**src/rtl/sclk_fifo_lut.sv**
```systemverilog
// Single-clock FIFO over a distributed-RAM array with a registered read port.
// Occupancy, full and empty all come from one registered level counter.
module sclk_fifo_lut #(
   parameter int LOG2_FIFO_DEPTH = 3,
   parameter int FIFO_WIDTH      = 32
) (
   input  logic                       clk,
   input  logic                       srst,
   output logic [LOG2_FIFO_DEPTH:0]   level,
   input  logic                       ren,
   output logic [FIFO_WIDTH-1:0]      rdata,
   output logic                       rempty,
   input  logic                       wen,
   input  logic [FIFO_WIDTH-1:0]      wdata,
   output logic                       wfull
);

   localparam int DEPTH = 1 << LOG2_FIFO_DEPTH;
   localparam logic [LOG2_FIFO_DEPTH:0] FULL_LVL = DEPTH[LOG2_FIFO_DEPTH:0];

   logic [FIFO_WIDTH-1:0]      mem_q [DEPTH];
   logic [LOG2_FIFO_DEPTH-1:0] wptr_q, wptr_d;
   logic [LOG2_FIFO_DEPTH-1:0] rptr_q, rptr_d;
   logic [LOG2_FIFO_DEPTH:0]   level_q, level_d;
   logic [FIFO_WIDTH-1:0]      rdata_q;
   logic                       wr_acc, rd_acc;

   assign rempty = (level_q == '0);
   assign wfull  = (level_q == FULL_LVL);

   // Reset overrides both requests, so nothing moves in a reset cycle.
   assign wr_acc = wen & ~wfull  & ~srst;
   assign rd_acc = ren & ~rempty & ~srst;

   always_comb begin
      wptr_d  = wptr_q;
      rptr_d  = rptr_q;
      level_d = level_q;
      if (wr_acc) wptr_d = wptr_q + 1'b1;
      if (rd_acc) rptr_d = rptr_q + 1'b1;
      case ({wr_acc, rd_acc})
         2'b10:   level_d = level_q + 1'b1;
         2'b01:   level_d = level_q - 1'b1;
         default: level_d = level_q;
      endcase
   end

   always_ff @(posedge clk) begin
      if (srst) begin
         wptr_q  <= '0;
         rptr_q  <= '0;
         level_q <= '0;
      end else begin
         wptr_q  <= wptr_d;
         rptr_q  <= rptr_d;
         level_q <= level_d;
      end
   end

   // Storage and read register are deliberately left out of reset.
   always_ff @(posedge clk) begin
      if (wr_acc) mem_q[wptr_q] <= wdata;
   end

   // Read samples the old word when both ports hit the same address.
   always_ff @(posedge clk) begin
      if (rd_acc) rdata_q <= mem_q[rptr_q];
   end

   assign level = level_q;
   assign rdata = rdata_q;

endmodule

```
**config.mk**
```make
export PLATFORM = sky130hd
export DESIGN_NAME = sclk_fifo_lut
export DESIGN_NICKNAME = d
export VERILOG_FILES = /design/src/rtl/sclk_fifo_lut.sv
export SDC_FILE = /design/constraint.sdc
export NUM_CORES = 1
export LEC_CHECK = 0
export ABC_AREA = 1
export CAP_MARGIN = 15
export CORE_ASPECT_RATIO = 1.4
export CORE_MARGIN = 3
export CORE_UTILIZATION = 29
export DETAILED_ROUTE_END_ITERATION = 10
export RECOVER_POWER = 25
export SYNTH_ARGS = -nofsm -noshare
export SYNTH_HDL_FRONTEND = slang
export SYNTH_SLANG_ARGS = --single-unit
```
**constraint.sdc**
```tcl
create_clock -name clk -period 5 [get_ports clk]
set_clock_uncertainty 0.05 [all_clocks]
set_input_delay 0.75 -clock clk [delete_from_list [all_inputs] [get_ports clk]]
set_output_delay 0.75 -clock clk [all_outputs]
set_load 0.05 [all_outputs]
```
; After elaboration in Yosys (flattened, before gate mapping)
; Memories as Yosys holds them, arrays and structs flattened. A register that Yosys moved wholly into a read port is not among the register bits.
; Cells that the tools add are included.
[totals]
ramBits = 256
ff_bits = 10
memories = 1
latchBits = 0
rom_bits = 0
wordCells = 23
[memory_table]
columns = memory, depth, width, rd, rd_ports_with_merged_regs, write_ports, line_no
row1 = mem_q, 8, 32, 1, 1, 1, 21  ; logic [FIFO_WIDTH-1:0] mem_q [DEPTH];
[classes]
bitwise = 7
order_cmp = 0
n_eq_ne = 3
shift = 0
muxes = 3
n_reduce_logical = 2
mul = 0
n_div = 0
add_sub_neg = 4
[ops]
columns = operator, count
row1 = $pmux W4 S2, 1
row2 = $add A3 B1 Y3 const B, 2
row3 = $add A4 B1 Y4 const B, 1
row4 = $and A1 B1 Y1, 4
row5 = $eq A4 B4 Y1 const B, 1
row6 = $logic_not A4 Y1, 1
row7 = $sub A4 B1 Y4 const B, 1
row8 = $not A1 Y1, 3
row9 = $eq A2 B1 Y1 const B, 1
row10 = $eq A2 B2 Y1 const B, 1
row11 = $mux W1, 2
row12 = $reduce_bool A2 Y1, 1

; Longest topological paths before layout
; Gate-level depths: netlist of the first run.
[depth]
depth_word = 6
mapped_depth = 13

; Worst setup path before layout of the first run
; OpenSTA, ideal clock, no wires.
[synth_path]
path_kind = input -> register
start = input srst
end = memory mem_q[7][0] (enable)
path_slack_ns = 0.972
cell_stages = 4
arrival_time_ns = 3.517
setup_ns = 0.461
required_time_ns = 4.489
cell_sequence = clkbuf_1 > nor2_1 > nand2_1 > nor3_1
[synth_between]
elab_chain_len = 4
[synth_rtl]
columns = element, line_no
row1 = start: declaration, 8  ; input logic srst,
row2 = $not A1 Y1, 32  ; assign wr_acc = wen & ~wfull & ~srst;
row3 = $and A1 B1 Y1, 32
row4 = $mux W1, 62  ; if (wr_acc) mem_q[wptr_q] <= wdata;
row5 = $mux W1 (not written as such), 62
row6 = end: declaration, 21
; Every way passes these cells.

==> qor.yml, run 1 <==
layout:
  register_area_um2: 8850
  final_cell_count_no_fill: 1588
  multiInputGateArea_um2: 2610
  area_growth_pct: 17.7
  drive_gt1_share_pct: 5.57
  nNetsFinal: 1085
  fillCellCount: 3788
cts:
  clock-sinks: 298
  cts_resized: 0
  cts-htree-levels: 1
  root_buffer: "clkbuf_16"
  clk_pin_slew_ps: 70
  cts_tree: "yes"
  post_cts_buffers: 0
  cts_buffers: 25
  hold_buffers: 0
  clock_path_buffers: 3
  clk_latency_ps: 520
yosys:
  ys_ff_latch: 298
  syn_nets: 1022
  syn-mean-instance-area_um2: 12.0
  syn_inst: 980
  synth_top_area_cell: "edfxtp_1"
  yosysMostFrequentCell: "edfxtp_1"
  async_flop_share_pct: 0
  seq_area_frac_synth_pct: 75.4
  synth_top_area_share_pct: 73.7
  ys_top_cells_by_count: "edfxtp_1 (288), nor2_1 (266), nand2_1 (183)"
  synth-edff-count: 288
  ys_warn_count: 0
  netlist_top_cells_area: "edfxtp_1 (74%), nor2_1 (8.5%), nand2_1 (5.9%)"
  synth_area_um2: 11700
  synthFlopType: "edfxtp_1"
  synth_cell_types: 21
setup_path:
  cp.required_ps: 5210
  arrival_ps: 3400
  cp-end-kind: "flip-flop"
  start_kind: "flip-flop"
  reg2reg_depth: 6
  timing.rr.start: "rptr_q[0]"
  worstSetupPathType: "flip-flop to flip-flop"
  setup.worst_path.start: "rptr_q[0]"
  worstPathMaxFanout: 78
power:
  powerDensity_nw_per_um2: 399
  ir_worst_vdd_uv: 177
  leakage_nw: 4.84
timing:
  drv_slew: 0
  setup_viol: 0
  worstMarginPinSlew_ps: 1120
  layout_min_cycle_time_ps: 3190
  relSlewSlack_pct: 24.9
  hold_viol: 0
  setup_tns_ps: 0
  fin_crit_sh_pct: 63.7
  max_freq_mhz: 314
  fin_ws_ps: 1810
  grt_setup_unrepaired: "false"
floorplan:
  core_um2: 39700
  start_util_pct: 29.6
  num_rows: 86
  die-width_um: 176
  die_area_um2: 43000
  die_y_um: 244
  ioPinCount: 74
global_routing:
  grt_first_pass_wirelength_um: 39000
  overflow: 0
  grtUsageTotal_pct: 11.5
  grt_pass1_vias: 7053
  grt_max_degree: 80
  antenna_found_initial: 1
drt:
  wl_per_cell_um: 15.9
  dr.pass1.iters: 5
  num_vias: 7110
  drcViolationCount: 0
  ant_nets: 0
  drt_iter0_markers: 584
  vias_per_cell: 4.48
  wl_um: 25200
hold_path:
  min_path_type: "flip-flop to flip-flop"
  whs_path_depth: 2
  min_from: "wptr_q[0]"
job:
  maxCapViolCount: 0
placed_design:
  gp_congestion: 0.710
  place_inst: 1544
  dp_hpwl_um: 13800
  dpl_worst_slack_ps: 1520
  port_buffers: 73
status:
  status: "finished, final reports clean"
==> area by class of cell <==
type	instances	area share, %
Inverter	22	0.606
Timing Repair Buffer	85	6.03
Multi-Input combinational cell	611	18.9
Clock inverter	13	0.978
Clock buffer	30	4.66
Antenna cell	1	0.0181
Sequential cell	298	64.1
Tap cell	528	4.78
==> power breakdown <==
group / switching (mW) / internal, mW
logic: 0.520 / 0.222
clock network: 0.825 / 1.07
registers: 0.0463 / 2.84
==> registers in the layout, summed over array words and instances (netlist names) <==
register  flops
rdata        32
level         4
mem_q       256
wptr_q        3
rptr_q        3
==> logic make-up after synthesis <==
group	share of synthesized area, %
adders and majority gates	0.703
xor gates and xnor gates	0.149
DFF	75.4
AOI/OAI and AO/OA	5.93
buffers and inverters	2.84
and+or+nand+nor	15.0
==> routing by layer <==
| layer | wire (um) | up-vias | GRT usage, % |
|---|---|---|---|
| met3 | 1030 | 40 | 1.63 |
| met1 | 10200 | 3451 | 13.3 |
| met2 | 13400 | 151 | 21.3 |
| met5 | 13 | - | 0 |
| met4 | 575 | 2 | 4.19 |
| li1 | - | 3466 | - |
==> per-stage QoR <==
stage	area (um^2)	power (mW)	hold WS [ps]	utilization, %
global route	13800	5.75	465	34.8
floorplan	11700	3.44	408	-
CTS	13800	5.57	445	34.8
finish	13800	5.52	441	34.8
detailed placement	13000	3.69	435	32.8
global placement	13000	3.68	439	32.8
==> worst paths after layout <==
| path | to | slack (ps) |
|---|---|---|
| worst max-delay path | rdata[21] | 1810 |
| worst min-delay path | wptr_q[0] | 440 |
| worst max register to register | rdata[21] | 1810 |
| worst min register to register | wptr_q[0] | 440 |
==> critical path, stage by stage, from the launching register on <==
cell      delay [ps]
dfxtp_4          750
clkinv_2         960
buf_4            620
o21ai_0          230
nand2_1          110
nand2_1           70
nand2_1           90
==> layout by cell type, fill, tap and decap left out <==
cell type	synthesis	routed
xor2_1	1	1
dfxtp_2	0	2
fa_1	1	1
inv_2	2	2
nand2_1	183	183
o21ai_1	28	28
clkbuf_1	15	5
dlygate4sd3_1	0	22
dfxtp_1	10	7
nor3_2	0	4
dfxtp_4	0	1
clkdlybuf4s50_1	0	51
xnor2_1	1	1
nor2_1	266	262
diode_2	0	1
clkinvlp_4	0	1
ha_1	5	5
inv_1	20	19
o21ai_0	104	104
clkinv_1	0	6
clkbuf_16	0	25
nand3_1	10	10
buf_12	0	1
or2_2	1	1
edfxtp_1	288	288
clkinv_2	0	4
a21oi_1	7	7
buf_4	14	11
nor2_4	0	4
bufinv_16	0	3
No activity file was read; power rests on OpenSTA's default activity.
==> run 2: changes to the inputs <==
clock period = 3.2 ns   (was 5 ns; I/O delays follow)
==> run 2 against run 1 <==
- combinational power increased by 60%
- cell count is 0.69% higher
- die area is the same
- largest power group unchanged
- highest routed layer unchanged
==> qor.yml, run 2 (synthesis gave the netlist of run 1 again) <==
layout:
  post-route-util_pct: 35.5  # +0.65 points
  register_area_um2: 8850  # unchanged
  final_cell_count_no_fill: 1599  # +0.69%
  mostFrequentLayoutCell: "edfxtp_1"
  nNetsFinal: 1095  # +0.92%
  fillCellCount: 3761  # -0.71%
  multiInputGateArea_um2: 2610  # unchanged
  layout_common_cells: "edfxtp_1 (288), nor2_1 (262), nand2_1 (183)"
  largest_register_ffs: 256  # unchanged
  area_growth_pct: 19.9
  top_register: "mem_q"
  drive_gt1_share_pct: 7.01  # +1.4 points
floorplan:
  die_area_um2: 43000  # unchanged
  die-width_um: 176  # unchanged
  ioPinCount: 74  # unchanged
  die_y_um: 244  # unchanged
  start_util_pct: 29.6  # unchanged
  num_rows: 86  # unchanged
  core_um2: 39700  # unchanged
setup_path:
  worstPathMaxFanout: 5  # -94%
  arrival_ps: 2150  # -1250 ps
  worstSetupPathType: "flip-flop to primary output"
  start_kind: "flip-flop"
  cp.required_ps: 2670  # -2540 ps
  slowest_delay_ps: 800  # -160 ps
  crit_family: "buffers and inverters"
  cp-end-kind: "primary output"
  worst-path-buf-inv: 2  # unchanged
  path_cells: "nor2_1 > nand3_1 > inv_1 > clkdlybuf4s50_1"
  slowest_stage: "clkdlybuf4s50_1"
placed_design:
  gp_congestion: 0.769  # +8.4%
  port_buffers: 73  # unchanged
  place_inst: 1552  # +0.52%
  dp_hpwl_um: 14200  # +2.4%
cts:
  cts_resized: 0  # unchanged
  cts-htree-levels: 1  # unchanged
  post_cts_buffers: 0  # unchanged
  clock-sinks: 298  # unchanged
  clk_pin_slew_ps: 70  # about the same
  root_buffer: "clkbuf_16"
  cts_buffers: 27  # +8.0%
  clock_path_buffers: 3  # unchanged
  cts_tree: "yes"
  clk_latency_ps: 530  # about the same
  hold_buffers: 0  # unchanged
drt:
  highest_layer: "met5"
  drcViolationCount: 0  # unchanged
  drt_iter0_markers: 373  # -36%
  wl_um: 25000  # -0.73%
  met3_wirelength_um: 1050  # +1.8%
  ant_nets: 0  # unchanged
  dr.pass1.iters: 5  # unchanged
  wl_met1_um: 10200  # -0.80%
  wl_per_cell_um: 15.7  # -1.4%
  vias_per_cell: 4.41  # -1.4%
  num_vias: 7058  # -0.73%
  wl_met2_um: 13200  # -1.1%
global_routing:
  grt_pass1_vias: 7115  # +0.88%
  antenna_found_initial: 5  # +4
  grt_first_pass_wirelength_um: 39400  # +1.0%
  overflow: 0  # unchanged
  grtUsageTotal_pct: 11.6  # +0.094 points
  grt_max_degree: 99  # +24%
timing:
  setup_tns_ps: 0  # unchanged
  whs_ps: 439  # -1.71 ps
  drv_slew: 0  # unchanged
  max_freq_mhz: 373
  setup_viol: 0  # unchanged
  fin_crit_sh_pct: 83.7
  layout_min_cycle_time_ps: 2680
  worstMarginPinSlew_ps: 834  # -289 ps
  relSlewSlack_pct: 44.4  # +19 points
  hold_viol: 0  # unchanged
  grt_setup_unrepaired: "false"
job:
  maxCapViolCount: 0  # unchanged
power:
  finalPower_mw: 8.91  # +61%
  leakage_nw: 4.96  # +2.3%
  powerDensity_nw_per_um2: 633  # +58%
  ir_worst_vdd_uv: 364  # +110%
status:
  status: "finished, final reports clean"
hold_path:
  min_path_type: "flip-flop to flip-flop"
run 2: cell count changes in the layout (fill, tap and decap cells not counted), moves of 2 or more:
cell / delta
clkbuf_16: +2
buf_12: +8
clkinv_1: -4
clkinv_2: +2
run 2: metal layers:
metal  track usage (%)  vias up
met5                 0        -
met4              4.05        4
met3              2.16       46
met2              21.2      118
met1              13.4     3399
li1                  -     3491
run 2: final timing paths:
path	slack [ps]	cells after the start	end	start
max	520	4	wfull	level[1]
min	440	2	wptr_q[0]	wptr_q[0]
max reg2reg	1060	6	rdata[27]	rptr_q[0]
min reg2reg	440	2	wptr_q[0]	wptr_q[0]
run 2: layout make-up:
type | count | area share, %
sequential | 298 | 62.9
antenna | 1 | 0.0178
multi-input combinational | 611 | 18.5
inverter | 22 | 0.595
clock buffer | 31 | 4.91
tap | 528 | 4.69
timing repair buffer | 93 | 7.06
clock inverter | 15 | 1.32
run 2: power breakdown:
group / total, mW / internal, mW / leakage (nW) / switching, mW
registers: 4.48 / 4.43 / 2.69 / 0.0524
logic: 1.19 / 0.366 / 1.84 / 0.827
clock network: 3.23 / 1.87 / 0.426 / 1.36
run 2: stage by stage:
step                instance area, um^2  setup slack, ps
floorplan                         11700             -647
global placement                  13200              632
detailed placement                13200              575
CTS                               14100              469
global route                      14100              420
finish                            14100              522
run 2: tightest hold or removal path, delay by kind of cell, from the launching register on:
| kind | cells | cell delay [ps] |
|---|---|---|
| flops | 1 | 330 |
| simple gates | 1 | 70 |
| compound gates | 1 | 50 |
